==> src/rtl/line_xfer_pkg.sv <==
// Shared types and constants for the cache-side line transfer controller.
package line_xfer_pkg;

  localparam int unsigned ADDR_W         = 32;
  localparam int unsigned WORD_W         = 32;
  localparam int unsigned WORDS_PER_LINE = 8;
  localparam int unsigned LINE_W         = WORD_W * WORDS_PER_LINE;
  localparam int unsigned BEAT_W         = 3;
  localparam int unsigned OFFSET_W       = 5;
  localparam int unsigned LINE_ADDR_W    = ADDR_W - OFFSET_W;
  localparam int unsigned WORD_IDX_W     = $clog2(WORD_W);

  localparam logic [BEAT_W-1:0] LAST_BEAT = BEAT_W'(WORDS_PER_LINE - 1);

  typedef enum logic [1:0] {
    IDLE = 2'd0,
    XFER = 2'd1,
    DONE = 2'd2
  } xfer_state_t;

  typedef enum logic {
    REQ_DC = 1'b0,
    REQ_IC = 1'b1
  } req_id_t;

  // The requester that is not 'id'.
  function automatic req_id_t other_req(input req_id_t id);
    return (id == REQ_DC) ? REQ_IC : REQ_DC;
  endfunction

endpackage

==> src/rtl/line_arbiter.sv <==
// Two-requester grant logic for line_xfer_ctrl.
// Build option: LINE_XFER_RR_ARB_EN selects round-robin tie breaking;
// without it DC always wins a tie.
module line_arbiter
  import line_xfer_pkg::*;
(
  input  logic clk,
  input  logic rst,
  input  logic ic_req_i,
  input  logic dc_req_i,
  input  logic take_i,
  output logic gnt_valid_c,
  output logic gnt_ic_c
);

  // Favoured requester for the next tie; only contested grants move it.
  req_id_t ptr_q, ptr_d;

`ifdef LINE_XFER_RR_ARB_EN
  logic tie;
  assign tie = ic_req_i & dc_req_i;
`endif

  // Grant: a lone requester wins, a tie goes to the favoured requester.
  always_comb begin
    gnt_valid_c = take_i & (ic_req_i | dc_req_i);
    gnt_ic_c    = ic_req_i & (~dc_req_i | (ptr_q == REQ_IC));
  end

  // Tie-breaker update.
  always_comb begin
    ptr_d = ptr_q;
`ifdef LINE_XFER_RR_ARB_EN
    if (gnt_valid_c && tie) begin
      ptr_d = other_req(gnt_ic_c ? REQ_IC : REQ_DC);
    end
`endif
  end

  // Tie-breaker register, reset favouring DC.
  always_ff @(posedge clk or posedge rst) begin
    if (rst) begin
      ptr_q <= REQ_DC;
    end else begin
      ptr_q <= ptr_d;
    end
  end

endmodule

==> src/rtl/line_xfer_ctrl.sv <==
// Memory-side line transfer controller: arbitrates I-cache fills against
// D-cache fills/writebacks and runs one 8-beat burst per grant through an
// internal line buffer.
// Build option: LINE_XFER_RR_ARB_EN (round-robin arbitration, in line_arbiter).
module line_xfer_ctrl
  import line_xfer_pkg::*;
(
  input  logic                clk,
  input  logic                rst,
  input  logic                ic_req,
  input  logic [ADDR_W-1:0]   ic_addr,
  output logic                ic_done,
  output logic [LINE_W-1:0]   ic_line,
  input  logic                dc_req,
  input  logic                dc_we,
  input  logic [ADDR_W-1:0]   dc_addr,
  input  logic [LINE_W-1:0]   dc_wline,
  output logic                dc_done,
  output logic [LINE_W-1:0]   dc_line,
  output logic                mem_req,
  output logic                mem_we,
  output logic [ADDR_W-1:0]   mem_addr,
  output logic [WORD_W-1:0]   mem_wdata,
  input  logic                mem_ack,
  input  logic [WORD_W-1:0]   mem_rdata,
  output logic                busy
);

  xfer_state_t             state_q, state_d;
  logic [BEAT_W-1:0]       beat_q, beat_d;
  req_id_t                 grant_q, grant_d;
  logic                    we_q, we_d;
  logic [LINE_ADDR_W-1:0]  line_addr_q, line_addr_d;
  logic [LINE_W-1:0]       buf_q, buf_d;
  logic [LINE_W-1:0]       ic_line_q, ic_line_d;
  logic [LINE_W-1:0]       dc_line_q, dc_line_d;

  logic                    gnt_valid_c;
  logic                    gnt_ic_c;
  logic [WORD_IDX_W+BEAT_W-1:0] word_lsb;
  logic                    unused_addr_bits;

  // Byte-offset bits of the request addresses do not select anything.
  assign unused_addr_bits = ^{ic_addr[OFFSET_W-1:0], dc_addr[OFFSET_W-1:0]};

  assign word_lsb = {beat_q, WORD_IDX_W'(0)};

  line_arbiter u_arb (
    .clk         (clk),
    .rst         (rst),
    .ic_req_i    (ic_req),
    .dc_req_i    (dc_req),
    .take_i      (state_q == IDLE),
    .gnt_valid_c (gnt_valid_c),
    .gnt_ic_c    (gnt_ic_c)
  );

  // Next state, beat sequencing and line buffer updates.
  always_comb begin
    state_d     = state_q;
    beat_d      = beat_q;
    grant_d     = grant_q;
    we_d        = we_q;
    line_addr_d = line_addr_q;
    buf_d       = buf_q;
    ic_line_d   = ic_line_q;
    dc_line_d   = dc_line_q;

    unique case (state_q)
      IDLE: begin
        if (gnt_valid_c) begin
          beat_d  = '0;
          state_d = XFER;
          if (gnt_ic_c) begin
            grant_d     = REQ_IC;
            we_d        = 1'b0;
            line_addr_d = ic_addr[ADDR_W-1:OFFSET_W];
          end else begin
            grant_d     = REQ_DC;
            we_d        = dc_we;
            line_addr_d = dc_addr[ADDR_W-1:OFFSET_W];
            if (dc_we) begin
              buf_d = dc_wline;
            end
          end
        end
      end

      XFER: begin
        if (mem_ack) begin
          if (!we_q) begin
            buf_d[word_lsb +: WORD_W] = mem_rdata;
          end
          beat_d = beat_q + BEAT_W'(1);
          if (beat_q == LAST_BEAT) begin
            state_d = DONE;
            // Publish the line including the word arriving on this ack.
            if (!we_q) begin
              if (grant_q == REQ_IC) begin
                ic_line_d = buf_d;
              end else begin
                dc_line_d = buf_d;
              end
            end
          end
        end
      end

      DONE: begin
        state_d = IDLE;
      end

      default: begin
        state_d = IDLE;
      end
    endcase
  end

  // State and datapath registers.
  always_ff @(posedge clk or posedge rst) begin
    if (rst) begin
      state_q     <= IDLE;
      beat_q      <= '0;
      grant_q     <= REQ_DC;
      we_q        <= 1'b0;
      line_addr_q <= '0;
      buf_q       <= '0;
      ic_line_q   <= '0;
      dc_line_q   <= '0;
    end else begin
      state_q     <= state_d;
      beat_q      <= beat_d;
      grant_q     <= grant_d;
      we_q        <= we_d;
      line_addr_q <= line_addr_d;
      buf_q       <= buf_d;
      ic_line_q   <= ic_line_d;
      dc_line_q   <= dc_line_d;
    end
  end

  // Port decode straight from registers; every output is zero while idle.
  always_comb begin
    mem_req   = 1'b0;
    mem_we    = 1'b0;
    mem_addr  = '0;
    mem_wdata = '0;
    if (state_q == XFER) begin
      mem_req  = 1'b1;
      mem_we   = we_q;
      mem_addr = {line_addr_q, beat_q, (OFFSET_W - BEAT_W)'(0)};
      if (we_q) begin
        mem_wdata = buf_q[word_lsb +: WORD_W];
      end
    end
  end

  assign ic_done = (state_q == DONE) && (grant_q == REQ_IC);
  assign dc_done = (state_q == DONE) && (grant_q == REQ_DC);
  assign busy    = (state_q != IDLE);
  assign ic_line = ic_line_q;
  assign dc_line = dc_line_q;

endmodule

==> config.mk <==
export PLATFORM = sky130hd
export DESIGN_NAME = line_xfer_ctrl
export DESIGN_NICKNAME = d
export VERILOG_FILES = /design/src/rtl/line_xfer_pkg.sv /design/src/rtl/line_arbiter.sv /design/src/rtl/line_xfer_ctrl.sv
export SDC_FILE = /design/constraint.sdc
export NUM_CORES = 2
export LEC_CHECK = 0
export CORE_AREA = 10 10 359 361
export DETAILED_ROUTE_END_ITERATION = 12
export DIE_AREA = 0 0 369 371
export DONT_BUFFER_PORTS = 1
export GPL_ROUTABILITY_DRIVEN = 0
export PLACE_DENSITY = 0.52
export SYNTH_ARGS = -nofsm -noshare
export SYNTH_HDL_FRONTEND = slang
export SYNTH_SLANG_ARGS = --single-unit
==> constraint.sdc <==
create_clock -name clk -period 55.9 [get_ports clk]
set_input_delay 16.77 -clock clk [delete_from_list [all_inputs] [get_ports clk]]
set_output_delay 16.77 -clock clk [all_outputs]
set_load 0.02 [all_outputs]
==> results_dict.tcl <==
set metrics [dict create \
    yosys-top-cells-area "dfrtp_1 56%, a21oi_1 8.1%, nor2_1 5.4%" \
    path_class "reg -> out" \
    htree_num_levels 3 \
    worstMarginPinSlew_ns 1.27 \
    synth_edf_count 0 \
    slew-limit-headroom 0.154 \
    die_y_um 371 \
    ys_seq_elements 802 \
    cts_buffers 94 \
    start_util 0.297 \
    cts_sinks 802 \
    cap_violations 0 \
    ios 939 \
    cp-startpoint "state_q[1]" \
    crit_arrival_ns 4.37 \
    synthArstFlopShare 1.00 \
    ant_nets 0 \
    num_rows 128 \
    outcome "finished, final reports clean" \
    wl_per_cell_um 40.5 \
    layout.nets 3565 \
    synth_area_um2 36100 \
    finalSetupViolations 0 \
    reg2reg_slack_ns 50.70 \
    whs_path_depth 2 \
    cp_max_fo 98 \
    hold_end "line_addr_q[19]" \
    r2r_start "beat_q[1]" \
    worstRegToRegCells 10 \
    final_max_slew_viol_count 0 \
    drt_iter0_drc 3714 \
    crit_chain "nand2b_4, inv_8, nand2_2, a21oi_1" \
    worstSetupEndpointType "output port" \
    synth_largest_area_cell "dfrtp_1" \
    critical_path.startpoint_type "flip-flop" \
    fill_cells 12400 \
    grt_pass1_vias 27700 \
    synth_ff_type "dfrtp_1" \
    coreArea_um2 121000 \
    fin_crit_ns 21.14 \
    dr.pass1.iters 6 \
    ys_seq_area_frac 0.557 \
    clk-insertion-delay-late_ns 0.74 \
    antenna_found_initial 98 \
    vdd_ir_drop_max_mv 0.0330 \
    die_area_um2 137000 \
    syn_to_final_growth_pct 12.3 \
    fmax_ghz 0.0473 \
    worstPathRequired_ns 39.13 \
    drive_gt1_frac 0.0902 \
    cts.path.max_buffers 3 \
    final_cell_mix "800 x dfrtp_1, 579 x a21oi_1, 519 x nor2_1" \
    p_leak_nw 17.1 \
    globalRoute.totalOverflow 0 \
    via_per_inst 5.90 \
    layout_commonest_cell "dfrtp_1" \
    finalWirelength_mm 200 \
    setup_tns_ns 0 \
    finalHoldViolCount 0 \
    post-cts-setup-buffer-count 0 \
    finalPower_mw 2.88 \
    port_buffers 0 \
    clk_transition_reported_paths_ns 0.06 \
    die_width_um 369 \
    drc 0 \
    power_density_nw_per_um2 71.2 \
    num_vias 29100 \
    clock_skew_ns 0.0524 \
    clockRootBuffer "clkbuf_16" \
    hp-start "line_addr_q[19]" \
    grt_start_max_net_pins 220 \
    ys_types 44 \
    netlist.area_leader.share 0.557 \
    grt_usage 0.279 \
    max_stage_delay_ns 1.19 \
    postCtsHoldBufs 0 \
    tritoncts "built" \
    period_share 0.378 \
    hold_path.class "reg -> reg" \
    ys_warn_count 0 \
    rsz0062_at_grt "false" \
    postSynthAreaPerCell_um2 10.6 \
    cts-resized-gates 0 \
    syn_inst 3391 \
    dp_hpwl_mm 153 \
    grt_first_pass_wirelength_mm 262 \
    cp_slowest_cell "a21oi_1" \
    r2r_end "ic_line[22]" \
]
-- metrics by stage --
step	worst slack, ns	instances	hold WS [ns]	util	instance area, um^2
after global placement	35.60	4728	0.456	0.307	37200
after CTS	34.75	4895	0.478	0.333	40400
final	34.76	4944	0.469	0.334	40500
after detailed placement	35.52	4728	0.465	0.307	37200
after global routing	34.57	4918	0.504	0.333	40400
after floorplan	16.61	3392	0.442	-	36100
-- state kept, by name (all words and copies together) (netlist names) --
name	cells
grant_q	1
dc_line	256
we_q	1
ic_line	256
state_q	2
buf_q	256
beat_q	3
line_addr_q	27
-- cell usage after synthesis, types with 2 or more instances --
cell type	instances
o21ai_0	29
o2bb2ai_1	157
a22oi_1	254
nor3_2	4
a2bb2oi_1	127
o22ai_1	98
o21a_1	2
a32o_1	3
buf_4	7
or3_1	2
mux4_2	64
nor2b_1	3
nor2_2	2
and2_1	92
nand4_1	2
a21o_1	5
buf_2	129
nand3_1	3
nand2_1	99
nor3b_1	2
ha_1	8
a21oi_1	582
buf_1	30
mux2i_1	157
clkbuf_1	179
dfrtp_1	802
inv_1	9
nand2b_1	5
nor4_4	2
nor2_1	519
-- where the power goes --
group	internal (mW)	total [mW]	switching (mW)	leakage (nW)
Combinational	0.345	0.965	0.620	5.33
Clock	0.370	0.643	0.273	1.53
Sequential	0.819	1.28	0.456	10.2
-- kinds of logic (layout without fill, tap and decap cells) --
logic type,count (synthesis),count (layout),share of synthesized area
and+or+nand+nor,746,746,0.0885
buffers and inverters,355,233,0.0422
DFF,802,802,0.557
AOI/OAI and AO/OA,1258,1258,0.226
adders and majority gates,8,8,0.00278
other,1,51,0.000104
muxes,221,221,0.0836
-- metal layers --
| metal | wire [um] | GRT usage | up-vias | part of all wire |
|---|---|---|---|---|
| li1 | - | - | 12000 | - |
| met3 | 22500 | 0.123 | 384 | 0.11 |
| met2 | 92400 | 0.436 | 1723 | 0.46 |
| met1 | 75600 | 0.330 | 15000 | 0.38 |
| met4 | 9350 | 0.127 | 78 | 0.047 |
| met5 | 488 | 0 | - | 0.0024 |
-- how the worst max path moves through the flow --
stage / end / slack (ns) / cells after the start
after global routing: mem_wdata[7] / 34.57 / 4
after floorplan: beat_q[0] / 16.61 / 1
after global placement: mem_wdata[6] / 35.60 / 4
final: mem_wdata[6] / 34.76 / 4
after detailed placement: mem_wdata[6] / 35.52 / 4
after CTS: mem_wdata[6] / 34.75 / 4
-- layout make-up --
cell class                      count  area (um^2)  area share
Clock inverter                     34          420      0.0104
Inverter                           10         52.6     0.00130
Clock buffer                      133         2740      0.0677
Multi-Input combinational cell   2235        14600       0.360
Antenna cell                       49          123     0.00303
Sequential cell                   802        20100       0.496
Timing Repair Buffer               56          470      0.0116
Tap cell                         1625         2030      0.0502
-- worst max-delay path, delay by kind of cell (launching register included) --
family	cells	cell delay (ns)
and+or+nand+nor	2	1.26
AOI/OAI and AO/OA	1	1.19
buffers and inverters	1	0.69
DFF	1	0.47
Power figures use the tool's default switching activity.
